===== src/rtl/prom_load_ctrl_pkg.sv =====
// Shared types and constants for the program-memory load controller.
package prom_load_ctrl_pkg;

  localparam int unsigned AddrW    = 4;
  localparam int unsigned DataW    = 8;
  localparam int unsigned MemDepth = 16;

  typedef enum logic [2:0] {
    StIdle   = 3'd0,
    StClear  = 3'd1,
    StWrite  = 3'd2,
    StVerify = 3'd3,
    StRun    = 3'd4,
    StError  = 3'd5
  } state_e;

  // 8-bit checksum accumulate; carry out is discarded.
  function automatic logic [DataW-1:0] checksum_add(input logic [DataW-1:0] acc,
                                                    input logic [DataW-1:0] val);
    return acc + val;
  endfunction

endpackage


===== src/rtl/prom_load_ctrl_if.sv =====
// Memory-side bus between the load controller (master) and the 16x8 program memory (slave).
interface prom_load_ctrl_if #(
  parameter int unsigned ADDR_W = 4,
  parameter int unsigned DATA_W = 8
);

  logic [ADDR_W-1:0] mem_addr;
  logic [DATA_W-1:0] mem_data_in;
  logic              mem_low_load;
  logic              mem_low_o_en;
  logic              mem_clr;
  logic [DATA_W-1:0] mem_data_out;

  modport master (
    output mem_addr,
    output mem_data_in,
    output mem_low_load,
    output mem_low_o_en,
    output mem_clr,
    input  mem_data_out
  );

  modport slave (
    input  mem_addr,
    input  mem_data_in,
    input  mem_low_load,
    input  mem_low_o_en,
    input  mem_clr,
    output mem_data_out
  );

endinterface


===== src/rtl/prom_load_ctrl_counter_4bit.sv =====
// 4-bit address counter with synchronous clear, count enable and a wrap flag.
module counter_4bit (
  input  logic       clk_i,
  input  logic       rst_ni,
  input  logic       clr_i,
  input  logic       en_i,
  output logic [3:0] count_o,
  output logic       wrap_o
);

  logic [3:0] count_q, count_d;

  always_comb begin
    count_d = count_q;
    if (clr_i) begin
      count_d = 4'd0;
    end else if (en_i) begin
      count_d = count_q + 4'd1;
    end
  end

  always_ff @(posedge clk_i or negedge rst_ni) begin
    if (!rst_ni) begin
      count_q <= 4'd0;
    end else begin
      count_q <= count_d;
    end
  end

  assign count_o = count_q;
  // High on the cycle whose increment takes the count from 15 back to 0.
  assign wrap_o  = en_i && (count_q == 4'hF);

endmodule


===== src/rtl/prom_load_ctrl.sv =====
// Program-memory sequencer: clear, load 16 bytes, verify by checksum read-back, then hand to CPU.
module prom_load_ctrl
  import prom_load_ctrl_pkg::*;
#(
  parameter int unsigned ADDR_W = AddrW,
  parameter int unsigned DATA_W = DataW
) (
  input  logic              clk,
  input  logic              low_clr,
  input  logic              prog_start,
  input  logic [DATA_W-1:0] byte_in,
  input  logic              byte_valid,
  output logic              byte_ready,
  input  logic [ADDR_W-1:0] cpu_addr,
  input  logic              cpu_low_o_en,
  prom_load_ctrl_if.master  mem,
  output logic              busy,
  output logic              done,
  output logic              error,
  output logic              run_en
);

  state_e state_q, state_d;

  logic [3:0]        wr_cnt, rd_cnt;
  logic              wr_wrap, rd_wrap;
  logic              cnt_clr, wr_en, rd_en;
  logic [DATA_W-1:0] wsum_q, wsum_d, rsum_q, rsum_d;

  assign cnt_clr = (state_q == StClear);
  assign wr_en   = (state_q == StWrite) && byte_valid;
  assign rd_en   = (state_q == StVerify);

  counter_4bit u_wr_cnt (
    .clk_i   (clk),
    .rst_ni  (low_clr),
    .clr_i   (cnt_clr),
    .en_i    (wr_en),
    .count_o (wr_cnt),
    .wrap_o  (wr_wrap)
  );

  counter_4bit u_rd_cnt (
    .clk_i   (clk),
    .rst_ni  (low_clr),
    .clr_i   (cnt_clr),
    .en_i    (rd_en),
    .count_o (rd_cnt),
    .wrap_o  (rd_wrap)
  );

  // Read sum including the word sampled this cycle; the final compare needs it.
  always_comb begin
    wsum_d = wsum_q;
    rsum_d = rsum_q;
    if (cnt_clr) begin
      wsum_d = '0;
      rsum_d = '0;
    end else begin
      if (wr_en) wsum_d = checksum_add(wsum_q, byte_in);
      if (rd_en) rsum_d = checksum_add(rsum_q, mem.mem_data_out);
    end
  end

  always_ff @(posedge clk or negedge low_clr) begin
    if (!low_clr) begin
      state_q <= StIdle;
      wsum_q  <= '0;
      rsum_q  <= '0;
    end else begin
      state_q <= state_d;
      wsum_q  <= wsum_d;
      rsum_q  <= rsum_d;
    end
  end

  always_comb begin
    state_d = state_q;
    unique case (state_q)
      StIdle:   if (prog_start) state_d = StClear;
      StClear:  state_d = StWrite;
      StWrite:  if (wr_wrap) state_d = StVerify;
      StVerify: if (rd_wrap) state_d = (rsum_d == wsum_q) ? StRun : StError;
      StRun:    if (prog_start) state_d = StClear;
      StError:  if (prog_start) state_d = StClear;
      default:  state_d = StIdle;
    endcase
  end

  always_comb begin
    byte_ready       = 1'b0;
    busy             = 1'b0;
    done             = 1'b0;
    error            = 1'b0;
    mem.mem_addr     = '0;
    mem.mem_data_in  = '0;
    mem.mem_low_load = 1'b1;
    mem.mem_low_o_en = 1'b1;
    mem.mem_clr      = 1'b0;
    unique case (state_q)
      StClear: begin
        busy        = 1'b1;
        mem.mem_clr = 1'b1;
      end
      StWrite: begin
        busy             = 1'b1;
        byte_ready       = 1'b1;
        mem.mem_addr     = ADDR_W'(wr_cnt);
        mem.mem_data_in  = byte_in;
        // Combinational strobe so the write lands on the accepting edge.
        mem.mem_low_load = ~byte_valid;
      end
      StVerify: begin
        busy             = 1'b1;
        mem.mem_addr     = ADDR_W'(rd_cnt);
        mem.mem_low_o_en = 1'b0;
      end
      StRun: begin
        done             = 1'b1;
        mem.mem_addr     = cpu_addr;
        mem.mem_low_o_en = cpu_low_o_en;
      end
      StError: error = 1'b1;
      default: ;
    endcase
  end

  assign run_en = done;

endmodule


===== src/flat_wrapper.sv =====
// flat-port wrapper written by rule: the top's interface ports become plain ports
module prom_load_ctrl_flat import prom_load_ctrl_pkg::*;
#(
  parameter int unsigned ADDR_W = AddrW,
  parameter int unsigned DATA_W = DataW
)
  (clk, low_clr, prog_start, byte_in, byte_valid, byte_ready, cpu_addr, cpu_low_o_en, busy, done, error, run_en, mem_mem_addr, mem_mem_data_in, mem_mem_low_load, mem_mem_low_o_en, mem_mem_clr, mem_mem_data_out);
  prom_load_ctrl_if #(.ADDR_W(ADDR_W), .DATA_W(DATA_W)) mem_i ();
  input  logic clk;
  input  logic low_clr;
  input  logic prog_start;
  input  logic [DATA_W-1:0] byte_in;
  input  logic byte_valid;
  output logic byte_ready;
  input  logic [ADDR_W-1:0] cpu_addr;
  input  logic cpu_low_o_en;
  output logic busy;
  output logic done;
  output logic error;
  output logic run_en;
  output wire logic [$bits(mem_i.mem_addr)-1:0] mem_mem_addr;
  output wire logic [$bits(mem_i.mem_data_in)-1:0] mem_mem_data_in;
  output wire logic [$bits(mem_i.mem_low_load)-1:0] mem_mem_low_load;
  output wire logic [$bits(mem_i.mem_low_o_en)-1:0] mem_mem_low_o_en;
  output wire logic [$bits(mem_i.mem_clr)-1:0] mem_mem_clr;
  input wire logic [$bits(mem_i.mem_data_out)-1:0] mem_mem_data_out;
  assign mem_mem_addr = mem_i.mem_addr;
  assign mem_mem_data_in = mem_i.mem_data_in;
  assign mem_mem_low_load = mem_i.mem_low_load;
  assign mem_mem_low_o_en = mem_i.mem_low_o_en;
  assign mem_mem_clr = mem_i.mem_clr;
  assign mem_i.mem_data_out = mem_mem_data_out;
  prom_load_ctrl #(.ADDR_W(ADDR_W), .DATA_W(DATA_W)) u_core (.clk(clk), .low_clr(low_clr), .prog_start(prog_start), .byte_in(byte_in), .byte_valid(byte_valid), .byte_ready(byte_ready), .cpu_addr(cpu_addr), .cpu_low_o_en(cpu_low_o_en), .mem(mem_i), .busy(busy), .done(done), .error(error), .run_en(run_en));
endmodule

===== config.mk =====
export PLATFORM = sky130hd
export DESIGN_NAME = prom_load_ctrl_flat
export DESIGN_NICKNAME = d
export VERILOG_FILES = /design/src/rtl/prom_load_ctrl_pkg.sv /design/src/rtl/prom_load_ctrl_if.sv /design/src/rtl/prom_load_ctrl_counter_4bit.sv /design/src/rtl/prom_load_ctrl.sv /design/src/flat_wrapper.sv
export SDC_FILE = /design/constraint.sdc
export NUM_CORES = 1
export LEC_CHECK = 0
export BUFFER_PORTS_ARGS = -buffer_cell sky130_fd_sc_hd__buf_2
export CAP_MARGIN = 0
export CORE_UTILIZATION = 50
export CTS_CLUSTER_SIZE = 14
export DETAILED_ROUTE_END_ITERATION = 6
export PLACE_DENSITY = 0.77
export SYNTH_ARGS = -nofsm -noshare
export SYNTH_HDL_FRONTEND = slang
export SYNTH_HIERARCHICAL = 1
export SYNTH_SLANG_ARGS = --single-unit

===== constraint.sdc =====
create_clock -name clk -period 2.12 [get_ports clk]
set_input_delay 0.212 -clock clk [delete_from_list [all_inputs] [get_ports clk]]
set_output_delay 0.212 -clock clk [all_outputs]
set_load 0.005 [all_outputs]

Word level (Yosys, flattened, before mapping). Cells that the tools add are included.

Register bits after elaboration: 27. Output and inout port bits: 20. Word-level logic and storage cells: 52.

Add/sub/neg operators: 4. Equality and inequality tests: 11. Multiplexer cells: 22. Bitwise operators: 1. Reductions and logical operators: 9.

Operator list (count): two-way mux 8 bit (5); adder 8 bit (2); two-way mux 4 bit (4); one-hot mux 3 bit (4 select lines) (1); one-hot mux 4 bit (3 select lines) (1); two-way mux 3 bit (3); adder 4 x 1 -> 4 bit, second input constant (2); == test 4 bit, second input constant (2); == test 8 bit (1); two-way mux 1 bit (7); == test 3 x 2 -> 1 bit, second input constant (2); == test 3 bit, second input constant (2); OR reduction 3 bit (2); inequality test 2 x 1 -> 1 bit, second input constant (2); nonzero test 2 bit (2); == test 3 x 1 -> 1 bit, second input constant (1); logical AND 1 bit (3); zero test 3 bit (1); AND reduction 3 bit (1); inequality test 2 bit, second input constant (1); one-hot mux 1 bit (2 select lines) (1); inverter 1 bit (1).

Longest topological paths before layout. Gate-level depths: netlist of the first run.

Depth after elaboration: 7. Depth in mapped cells: 13. Gate-level depth less buffers: 11.

By module. Netlist of the first run, hierarchy kept.

Modules (own cells, without submodules): prom_load_ctrl (times used 1, cells an instance 201, area each 1681.6 µm²); counter_4bit (times used 2, cells an instance 18, area each 227.7 µm²).

Worst setup path before layout of the first run. OpenSTA, ideal clock, no wires.

Path type: register to register. Start: register u_core.state_q[2]. End: register u_core.state_q[0]. Setup time: 88 ps. Arrival: 2130 ps. Path slack: -98 ps. Cell stages (with the launch flop): 13. Buffers on the path: 1. Cell sequence: dfrtp_1 > nand2b_1 > nor2_1 > nand2_1 > inv_1 > buf_6 > and4_1 > mux2i_1 > o22ai_1 > a31oi_1 > nand4_1 > nor4_2 > a41oi_1.

Elaborated cells between the ends (all ways): 20. Those cells by class: 9 x eq/ne; 5 x mux; 6 x reduce/logical.

RTL lines: start, declared (RTL line prom_load_ctrl.sv:23) `state_e state_q, state_d;`; start signal, assigned (RTL line prom_load_ctrl.sv:67) `state_q <= StIdle;`; start signal, assigned (RTL line prom_load_ctrl.sv:71) `state_q <= state_d;`; == test 3 x 2 -> 1 bit (RTL line prom_load_ctrl.sv:31) `assign wr_en = (state_q == StWrite) && byte_valid;`; logical AND 1 bit (RTL line prom_load_ctrl.sv:31); via u_core.wr_en (RTL line prom_load_ctrl.sv:27) `logic cnt_clr, wr_en, rd_en;`; logical AND 1 bit (RTL line prom_load_ctrl_counter_4bit.sv:32) `assign wrap_o = en_i && (count_q == 4'hF);`; via u_core.wr_wrap (RTL line prom_load_ctrl.sv:26) `logic wr_wrap, rd_wrap;`; inequality test 2 bit (no source line); AND reduction 3 bit (no source line).

The timed path passes the listed nets, and every way through them passes these cells. The select of a mux whose other input is x is not followed. A chain may end at the register's enable or synchronous reset.

Worst setup path after layout of the first run.
Start: register u_core.rsum_q[0]. End: register u_core.state_q[0].

Word-level cells in the longest chain between the ends: 7.

RTL lines: start, declared (RTL line prom_load_ctrl.sv:28) `logic [DATA_W-1:0] wsum_q, wsum_d, rsum_q, rsum_d;`; start signal, assigned (RTL line prom_load_ctrl.sv:73) `rsum_q <= rsum_d;`; adder 8 bit (RTL line prom_load_ctrl_pkg.sv:20) `return acc + val;`; two-way mux 8 bit * (RTL line prom_load_ctrl.sv:61) `if (rd_en) rsum_d = checksum_add(rsum_q, mem.mem_data_out);`; two-way mux 8 bit * (RTL line prom_load_ctrl.sv:56) `if (cnt_clr) begin`; == test 8 bit * (RTL line prom_load_ctrl.sv:83) `StVerify: if (rd_wrap) state_d = (rsum_d == wsum_q) ? StRun : StError;`; two-way mux 1 bit * (RTL line prom_load_ctrl.sv:83); two-way mux 3 bit * (RTL line prom_load_ctrl.sv:83); one-hot mux 3 bit (4 select lines) * (RTL line prom_load_ctrl.sv:79) `unique case (state_q)`.

Mark *: on every way between the ends. The rest lies on a longest branch, timed or not. The select of a mux whose other input is x is not followed.

==> key figures, run 1 <==
Outcome
  – Status: finished, violations left
  – Failing checks: setup timing

Synth
  – Adder-Cell Fraction of Synth Area: between 10% and 20%
  – Main combinational cell family by area after synthesis: simple AND/OR/NAND/NOR gates
  – Ys flop type: dfrtp_1
  – Xor and xnor area share after synthesis: 7.787%
  – Yosys cell types: 47
  – Synthesized instance count: 237
  – Net Count, Synth: 280
  – Synth Area in Simple Gates: 22.01%
  – Post-synth EDFFs: 0
  – Multiplexer share of the synthesized area: 7.319%
  – Cell Area, Synth: 2137 sq um
  – Seq/Total Area, Yosys: 31.62%
  – Asr flop ratio synth: 100.0%
  – Complex-gate fraction of the synthesized area: 14.93%
  – Mapped Avg Cell Area: 9.017 sq um
  – Yosys reg bits: 27
  – Number of synthesis warnings: 6

STA
  – Final hold viol count: 0
  – Worst slew margin relative to its limit: 56.03%
  – WHS: 0.1084 ns
  – Final setup fails: 1
  – Final Cycle Share: 108.3%
  – Fin Clk Skew: 0.01066 ns
  – Worst Tran Pin Value: 0.6595 ns
  – Max Freq: 435.6 MHz
  – Worst setup margin: -0.1758 ns
  – Post-route minimum period: 2.296 ns
  – Max-slew violation count: 0
  – Post-Route Setup TNS: -0.1758 ns
  – RSZ-0062 raised after global routing: true

GRT
  – Pin count of the biggest net entering global routing: 28
  – First-pass GRT wire length: ~7700 microns
  – Initial antenna violation count: 0
  – Total gr overflow: 0
  – GR Util All Layers: 22.87%
  – Number of global-route vias before repair: roughly 1,700

Clocking
  – # H-tree levels: 1
  – Worst-Skew Late Latency: 0.29 ns
  – CTS tree: built
  – Maximum root-to-sink buffer count: 2
  – Clock tree sinks: 27
  – Reg clk slew, reported paths: 0.10 ns
  – Root Driver: clkbuf_8
  – Inserted Clock Buffers: 3

Worst setup path
  – Crit Path Category: flop to flop
  – Startpoint types: flop
  – Critical path arrival: 2.43 ns
  – Cell family with most CP delay: compound AO/OA/AOI/OAI gates
  – RR Startpoint: u_core/rsum_q[0]$_DFF_PN0_
  – Slowest stage delay, CP: 0.42 ns
  – Critical R2R Capture: u_core/state_q[0]$_DFFE_PN0P_
  – Critical Path RT: approximately 2.3 ns
  – Crit path cell chain: ha_4, fa_2, a21o_1, a22o_4, a21oi_2, nor2_2, nor4_2, a41oi_1
  – Worst path buffer plus inverter count: 0
  – Setup crit end kind: flop
  – FF-to-FF setup slack: -0.18 ns
  – Max FO, Critical Path: 4
  – Cells on worst reg2reg path: 8
  – Worst path slowest cell: dfrtp_1

Floorplan
  – Core area: 4058 sq um
  – Die width: 67.38 microns
  – Core Rows: 23
  – Starting Density: 52.67%
  – Chip Height: 67.38 microns
  – Die Area: 4539 sq um
  – IO Pins: between 40 and 50

Min path
  – Hold Path End: u_core/state_q[2]$_DFFE_PN0P_
  – Hold Crit Class: input pin to flop
  – Hold Path Cell Cnt: 2
  – HP Start: prog_start

Drt
  – Initial drt markers: 82
  – Post-Route WL: around 5100 microns
  – Final antenna-violating net count: 0
  – Vias: approximately 1,900
  – Drt wl/cell: ~15 microns
  – First drt pass iteration count: 4
  – DRC: 0
  – DR vias/cell: around 5.6

Job
  – Total of max-cap violations: 0

Power and ir drop
  – Clock network power share: 8.0%
  – Sequential share of power: between 20% and 30%
  – Cell Int Power: 2.141 mW
  – Switching share of power: 45.41%
  – Sw power: 1.780 mW
  – Total power: 3.921 mW
  – Logic pwr share: about two thirds
  – Static leakage: 1.303 nW
  – VDD IR max: 0.0006325 V
  – Power per cell area: about 1500 nW/um^2

Finish
  – Finished Layout Cells: 346
  – Fillers: 344
  – Layout area overhead: 25.00%
  – # diodes: 0
  – Area of the multi-input gates: 1458 sq um
  – Layout cells sized above 1: 34.80%
  – Layout Nets: 340
  – Reg area: a little under 700 sq um

Placed design
  – DP HPWL: 3631 microns
  – Buffers on Ports: 44
  – GP Congestion: ~0.8
  – Dpl cells: ~330
## logic make-up (layout without fill, tap and decap cells)
| group | count (synthesis) | after routing |
|---|---|---|
| adders and majority gates | 18 | 18 |
| and+or+nand+nor | 87 | 87 |
| AOI/OAI and AO/OA | 51 | 51 |
| buffers and inverters | 21 | 80 |
| muxes | 14 | 14 |
| xor gates and xnor gates | 19 | 19 |
| DFF | 27 | 27 |
## layer usage
metal	vias to the layer above	global-route usage (%)	share of wire (%)
li1	945	-	-
met1	929	28.63	45
met2	41	39.63	50
met3	12	3.209	2.4
met4	0	8.511	2.4
met5	-	0	0
## worst register-to-register path, delay by kind of cell (launching register included)
family	cells	cell delay [ns]
adder cells (fa/ha/maj)	2	0.56
AO/OA/AOI/OAI	4	0.77
flip-flops	1	0.42
AND/OR/NAND/NOR	2	0.39
## area by class of cell
cell class,count,share of cell area (%)
multi-input cells,189,54.57
flip-flops and latches,27,25.29
repair buffers,65,14.38
well taps,50,2.342
inverters,11,1.686
clock buffers,3,1.546
clock inverters,1,0.1874
## per-stage QoR
step,instance area [sq um],setup WS (ns),utilization [%]
after floorplan,2150,0.02177,-
after global placement,2460,-0.01792,60.62
after detailed placement,2460,-0.1226,60.62
after CTS,2564,-0.06935,63.18
after global routing,2671,-0.2433,65.83
final,2671,-0.1758,65.83
## what timing repair did
action,in CTS,in global routing
pin swaps,7,9
hold buffers,1,0
hold endpoints to repair,27,0
endpoints found under the setup margin,1,10
buffers inserted,3,4
gates resized for setup,6,17
## registers in the layout, indices dropped and copies added, names as in the netlist
register / count
u_core/rsum_q: 8
u_core/wsum_q: 8
u_core/u_rd_cnt/count_o: 4
u_core/u_wr_cnt/count_o: 4
u_core/state_q: 3
## worst max-delay path by stage
stage	slack, ns	cells past startpoint	endpoint	start
global placement	-0.02	9	u_core/state_q[0]$_DFFE_PN0P_	u_core/rsum_q[0]$_DFF_PN0_
floorplan	0.02	9	u_core/state_q[0]$_DFFE_PN0P_	u_core/rsum_q[0]$_DFF_PN0_
finish	-0.18	8	u_core/state_q[0]$_DFFE_PN0P_	u_core/rsum_q[0]$_DFF_PN0_
global route	-0.24	9	u_core/state_q[0]$_DFFE_PN0P_	u_core/rsum_q[0]$_DFF_PN0_
detailed placement	-0.12	9	u_core/state_q[0]$_DFFE_PN0P_	u_core/rsum_q[0]$_DFF_PN0_
CTS	-0.07	9	u_core/state_q[0]$_DFFE_PN0P_	u_core/rsum_q[0]$_DFF_PN0_
## synth_stat cells, drive strengths merged, types with 7 or more instances
cell   count  area [sq um]
xor2      10         87.58
dfrtp     27         675.7
xnor2      9         78.83
ha        16         200.2
buf        8         60.05
inv       11         41.29
a21oi     12         60.06
mux2i     10         100.1
and2       7         43.79
nand2     25         103.9
o21ai     22         117.6
nor2      22         85.09
## cells in the final DEF, fill, tap and decap left out, types with 6 or more instances in the layout
| cell type | synthesis | final |
|---|---|---|
| buf_4 | 3 | 19 |
| xor2_1 | 10 | 10 |
| nor2_1 | 21 | 17 |
| a21oi_1 | 12 | 10 |
| and2_1 | 7 | 7 |
| dfrtp_1 | 27 | 27 |
| buf_2 | 3 | 44 |
| mux2i_1 | 10 | 10 |
| xnor2_1 | 9 | 7 |
| inv_1 | 10 | 9 |
| nand3_1 | 6 | 6 |
| ha_1 | 16 | 14 |
| nand2_1 | 23 | 22 |
| o21ai_0 | 16 | 14 |
## power by group through the flow
stage	combinational (mW)	sequential, mW	clock (mW)
6_report	2.56	1.05	0.312
5_1_grt	2.83	1.09	0.336
4_1_cts	2.36	1.05	0.318
3_5_place_dp	2.26	1.05	0
3_3_place_gp	2.19	1.04	0
2_1_floorplan	1.73	0.971	0
No activity file was read; power rests on OpenSTA's default activity.
==> run 2: changes to the inputs <==
--- a/config.mk
+++ b/config.mk
@@ -10,6 +10,7 @@
 export CORE_UTILIZATION = 50
 export CTS_CLUSTER_SIZE = 14
 export DETAILED_ROUTE_END_ITERATION = 6
+export MAX_ROUTING_LAYER = met4
 export PLACE_DENSITY = 0.77
 export SYNTH_ARGS = -nofsm -noshare
 export SYNTH_HDL_FRONTEND = slang
==> run 2 against run 1 <==
  * The run still ends with setup timing left
  * Wire length shrank 0.65%
  * Final area unchanged
  * Sequential cell count is the same
  * Worst setup slack better by 0.062 ns
  * Maximum frequency up 2.8%
  * Cell count unchanged
  * Die area stayed put
  * Largest cell class unchanged
==> key figures, run 2 (same netlist as run 1, synthesis figures left out) <==
Outcome
  – Status: finished, violations left
  – Failing checks: setup timing

Clocking
  – Inserted Clock Buffers: 3
  – Clock tree sinks: 27
  – Worst-Skew Late Latency: 0.29 ns
  – # H-tree levels: 1
  – Root Driver: clkbuf_8
  – Reg clk slew, reported paths: 0.10 ns
  – Maximum root-to-sink buffer count: 2
  – CTS tree: built

Finish
  – Commonest non-fill, non-tap cell in the layout: buf_2
  – Layout Nets: 340
  – Final Util: between 60 and 70%
  – Finished Layout Cells: approximately 350
  – Top flop regs: u_core/rsum_q (8), u_core/wsum_q (8)
  – Commonest non-fill, non-tap cells in the layout: buf_2, dfrtp_1, nand2_1
  – Post-route cell area: 2671 sq um
  – Layout cells sized above 1: 34.80%
  – # diodes: 0
  – Layout area overhead: 25.00%

Worst setup path
  – Critical Path RT: approximately 2.3 ns
  – Worst path buffer plus inverter count: 0
  – Setup crit end kind: flop
  – Critical R2R Capture: u_core/state_q[0]$_DFFE_PN0P_
  – Worst path slowest cell: dfrtp_1
  – Cells on worst reg2reg path: 9
  – Slowest stage delay, CP: 0.42 ns
  – Crit path cell chain: ha_4, fa_2, a21o_1, a22o_4, nor2_4, mux2i_1, nor3_1, nor4_2, a41oi_1
  – RR Startpoint: u_core/rsum_q[0]$_DFF_PN0_
  – Startpoint types: flop
  – Cell family with most CP delay: compound AO/OA/AOI/OAI gates
  – FF-to-FF setup slack: -0.11 ns
  – Crit Path Category: flop to flop
  – Max FO, Critical Path: 4
  – Critical path arrival: 2.42 ns

Floorplan
  – Core Rows: 23
  – Core area: 4058 sq um
  – Starting Density: 52.67%
  – Chip Height: between 60 and 70 microns
  – IO Pins: 45
  – Die width: just under 70 microns
  – Die Area: 4539 sq um

Placed design
  – Placed cell areas: 2460 sq um
  – Dpl cells: approximately 330
  – DP HPWL: approximately 3600 microns
  – GP Congestion: around 0.8
  – Place WS: -0.1226 ns
  – Buffers on Ports: 44

GRT
  – Total gr overflow: 0
  – Pin count of the biggest net entering global routing: 28
  – Initial antenna violation count: 0
  – GR Util All Layers: 23.55%
  – Number of global-route vias before repair: 1,732
  – First-pass GRT wire length: 7693 microns

Power and ir drop
  – Clock network power share: around 7.9%
  – Total power: 3.911 mW
  – VDD IR max: ~0.00063 V
  – Logic pwr share: 65.2%
  – Cell Int Power: approximately 2.1 mW
  – Power per cell area: approximately 1500 nW/um^2
  – Sequential share of power: 26.8%
  – Static leakage: 1.303 nW
  – Switching share of power: 45.27%
  – Sw power: ~1.8 mW

Min path
  – HP Start: prog_start
  – Hold Path End: u_core/state_q[2]$_DFFE_PN0P_
  – Hold Crit Class: input pin to flop
  – Hold Path Cell Cnt: 2

Drt
  – First drt pass iteration count: 4
  – Drt wl/cell: ~15 microns
  – Initial drt markers: 89
  – Final antenna-violating net count: 0
  – DRC: 0
  – Post-Route WL: 5073 microns
  – DR vias/cell: 5.532
  – Vias: 1,914

STA
  – Final setup fails: 1
  – Worst setup margin: -0.1134 ns
  – Final hold viol count: 0
  – Final Cycle Share: 105.3%
  – Fin Clk Skew: 0.01028 ns
  – Post-route minimum period: roughly 2.2 ns
  – Max Freq: 447.8 MHz
  – Max-slew violation count: 0
  – Worst slew margin relative to its limit: roughly 56%
  – Worst Tran Pin Value: roughly 0.66 ns
  – RSZ-0062 raised after global routing: true

Job
  – Total of max-cap violations: 0
-- run 2: cell counts in the layout (fill, tap and decap cells not counted) --
Identical to the previous run, type by type.
-- run 2: routing by layer --
metal	global-route usage (%)	vias up	share of wire, %
li1	-	946	-
met2	39.63	38	51
met4	8.511	0	2.1
met1	28.84	920	44
met5	-	-	0
met3	2.872	10	2.5
-- run 2: power groups by stage --
stage          Clock (mW)  Combinational (mW)  Sequential, mW
4_1_cts             0.318                2.36            1.05
6_report            0.311                2.55            1.05
3_3_place_gp            0                2.19            1.04
2_1_floorplan           0                1.73           0.971
3_5_place_dp            0                2.26            1.05
5_1_grt             0.336                2.83            1.09
-- run 2: area by class of cell --
class	instances	area, sq um
inverter	11	45.04
multi-input combinational	189	1458
timing repair buffer	65	384.1
clock buffer	3	41.29
fill	344	1386
tap	50	62.56
sequential	27	675.6
clock inverter	1	5.005
-- run 2: metrics by stage --
step,hold slack (ns),setup TNS [ns]
final,0.1099,-0.1134
after floorplan,-0.08359,0
after detailed placement,0.2782,-0.1226
after CTS,0.1067,-0.06935
after global routing,0.1115,-0.3069
after global placement,0.2714,-0.01792
-- run 2: worst max path at each step --
stage	end	cells after the start	from
2_1_floorplan	u_core/state_q[0]$_DFFE_PN0P_	9	u_core/rsum_q[0]$_DFF_PN0_
3_3_place_gp	u_core/state_q[0]$_DFFE_PN0P_	9	u_core/rsum_q[0]$_DFF_PN0_
3_5_place_dp	u_core/state_q[0]$_DFFE_PN0P_	9	u_core/rsum_q[0]$_DFF_PN0_
4_1_cts	u_core/state_q[0]$_DFFE_PN0P_	9	u_core/rsum_q[0]$_DFF_PN0_
5_1_grt	u_core/state_q[0]$_DFFE_PN0P_	9	u_core/rsum_q[0]$_DFF_PN0_
6_report	u_core/state_q[0]$_DFFE_PN0P_	9	u_core/rsum_q[0]$_DFF_PN0_
-- run 2: repair_timing --
item	CTS	global route
pin swaps	7	9
setup endpoints to repair	1	10
hold endpoints to repair	27	0
resized for setup	6	17
setup buffers	3	4
hold buffers	1	0
==> run 3: changes to the inputs <==
--- a/config.mk
+++ b/config.mk
@@ -7,6 +7,7 @@
 export LEC_CHECK = 0
 export BUFFER_PORTS_ARGS = -buffer_cell sky130_fd_sc_hd__buf_2
 export CAP_MARGIN = 0
+export CORE_MARGIN = 5
 export CORE_UTILIZATION = 50
 export CTS_CLUSTER_SIZE = 14
 export DETAILED_ROUTE_END_ITERATION = 6
==> run 3 against run 2 <==
  * The run still ends with setup timing left
  * Utilization rose by 0.65 points
  * Highest routed layer unchanged
  * Clock skew shrank 0.0026 ns
  * Via count is 1.1% lower
  * First-iteration DRC count is 34% higher
  * Wire length grew 3.7%
  * Worst setup slack gained 0.078 ns
  * Non-clock buffer count up 2
  * Cell count up 0.58%
  * Sequential share of layout area down 0.061 points
  * Critical path depth unchanged
==> key figures, run 3 (same netlist as run 1, synthesis figures left out) <==
Outcome
  – Status: finished, violations left
  – Failing checks: setup timing

Worst setup path
  – Critical Path RT: between 2 and 2.5 ns
  – Slowest stage delay, CP: around 0.42 ns
  – Startpoint types: flop
  – FF-to-FF setup slack: -0.04 ns
  – Crit Path Category: flop to flop
  – RR Startpoint: u_core/rsum_q[0]$_DFF_PN0_
  – Max FO, Critical Path: 4
  – Setup crit end kind: flop
  – Cell family with most CP delay: compound AO/OA/AOI/OAI gates
  – Worst path slowest cell: dfrtp_1
  – Worst path buffer plus inverter count: 0
  – Critical path arrival: 2.35 ns
  – Cells on worst reg2reg path: 9
  – Crit path cell chain: ha_4, fa_2, a21o_1, a22o_4, nor2_2, mux2i_1, nor3_2, nor4_2, a41oi_1
  – Critical R2R Capture: u_core/state_q[0]$_DFFE_PN0P_

STA
  – Final Cycle Share: 101.7%
  – Final setup fails: 1
  – Worst slew margin relative to its limit: 58.01%
  – Fin Clk Skew: about 0.0077 ns
  – RSZ-0062 raised after global routing: true
  – Max Freq: 463.9 MHz
  – Max-slew violation count: 0
  – Final hold viol count: 0
  – Worst setup margin: -0.03564 ns
  – Post-Route Setup TNS: -0.03564 ns
  – Post-route minimum period: 2.156 ns
  – Worst Tran Pin Value: between 0.6 and 0.7 ns

GRT
  – Pin count of the biggest net entering global routing: 28
  – First-pass GRT wire length: 8300 microns
  – GR Util All Layers: 19.20%
  – Total gr overflow: 0
  – Initial antenna violation count: 0
  – Number of global-route vias before repair: ~1,900

Clocking
  – CTS tree: built
  – Clock tree sinks: 27
  – Root Driver: clkbuf_8
  – Inserted Clock Buffers: 3
  – Reg clk slew, reported paths: 0.10 ns
  – Worst-Skew Late Latency: 0.28 ns
  – # H-tree levels: 1
  – Maximum root-to-sink buffer count: 2

Finish
  – Layout area overhead: 26.23%
  – Commonest non-fill, non-tap cells in the layout: buf_2, dfrtp_1, buf_4, nand2_1, nor2_1
  – Layout Nets: approximately 340
  – Commonest non-fill, non-tap cell in the layout: buf_2
  – Fillers: 337
  – # diodes: 0
  – Post-route cell area: 2698 sq um
  – Top flop regs: u_core/rsum_q (8), u_core/wsum_q (8)
  – Layout cells sized above 1: a little under two fifths

Job
  – Total of max-cap violations: 0

Placed design
  – GP Congestion: between 0.8 and 0.9
  – Placed cell areas: 2467 sq um
  – Place WS: -0.09356 ns
  – DP HPWL: between 3000 and 4000 microns
  – Buffers on Ports: 44

Min path
  – HP Start: prog_start
  – Hold Crit Class: input pin to flop
  – Hold Path Cell Cnt: 2
  – Hold Path End: u_core/state_q[2]$_DFFE_PN0P_

Drt
  – Drt wl/cell: 15.11 microns
  – DRC: 0
  – Initial drt markers: 119
  – DR vias/cell: 5.440
  – Vias: 1,893
  – First drt pass iteration count: 4
  – Post-Route WL: 5259 microns
  – Final antenna-violating net count: 0

Floorplan
  – Core Rows: 23
  – Die width: 75.38 microns
  – Starting Density: 52.67%
  – Die Area: 5681 sq um
  – Core area: ~4000 sq um
  – IO Pins: 45
  – Chip Height: between 70 and 80 microns

Power and ir drop
  – Power per cell area: 1454 nW/um^2
  – VDD IR max: 0.0007929 V
  – Static leakage: between 1 and 1.5 nW
## run 3: layer usage
metal	share of wire [%]	wire length (microns)	track usage, %	vias to the layer above
met5	0	0	-	-
met4	0.87	46	4.272	0
met3	3.5	184	1.583	4
met2	51	2680	31.83	37
met1	45	2347	25.73	909
li1	-	-	-	943
## run 3: final cells by class
| type | instances | area, sq um | area share, % |
|---|---|---|---|
| tap | 50 | 62.56 | 2.319 |
| multi-input combinational | 189 | 1461 | 54.17 |
| clock inverter | 1 | 7.507 | 0.2783 |
| timing repair buffer | 67 | 402.9 | 14.94 |
| inverter | 11 | 41.29 | 1.531 |
| sequential | 27 | 680.7 | 25.23 |
| clock buffer | 3 | 41.29 | 1.531 |
## run 3: worst register-to-register path: stages (launching register included)
cell	delay [ns]
dfrtp_1	0.42
ha_4	0.18
fa_2	0.35
a21o_1	0.21
a22o_4	0.25
nor2_2	0.11
mux2i_1	0.10
nor3_2	0.23
nor4_2	0.06
a41oi_1	0.17
## run 3: what timing repair did
action / in CTS / in global routing
endpoints found under the setup margin: 1 / 8
hold buffers: 1 / 0
buffers inserted: 0 / 8
pin swaps: 2 / 6
endpoints found under the hold margin: 27 / 0
cloned: 0 / 0
gates resized for setup: 5 / 26
## run 3: worst max path at each step
stage,slack (ns),cells past startpoint,from,end
CTS,-0.02,9,u_core/rsum_q[0]$_DFF_PN0_,u_core/state_q[0]$_DFFE_PN0P_
floorplan,0.02,9,u_core/rsum_q[0]$_DFF_PN0_,u_core/state_q[0]$_DFFE_PN0P_
global route,-0.10,11,u_core/state_q[1]$_DFFE_PN0P_,u_core/state_q[0]$_DFFE_PN0P_
detailed placement,-0.09,9,u_core/rsum_q[0]$_DFF_PN0_,u_core/state_q[0]$_DFFE_PN0P_
finish,-0.04,9,u_core/rsum_q[0]$_DFF_PN0_,u_core/state_q[0]$_DFFE_PN0P_
global placement,-0.03,9,u_core/rsum_q[0]$_DFF_PN0_,u_core/state_q[0]$_DFFE_PN0P_
## run 3: per-stage QoR
step           hold slack (ns)  cells  utilization [%]  power [mW]
2_1_floorplan         -0.08359    237                -       2.705
3_3_place_gp            0.2670    335            60.81       3.235
3_5_place_dp            0.2649    335            60.81       3.324
4_1_cts                 0.1030    340            62.87       3.676
5_1_grt                 0.1038    348            66.48       4.275
6_report                0.1077    348            66.48       3.921
## run 3: power breakdown
group	internal (mW)	switching, mW	total, mW
Sequential	0.765	0.306	1.07
Clock	0.134	0.172	0.306
Combinational	1.25	1.29	2.54
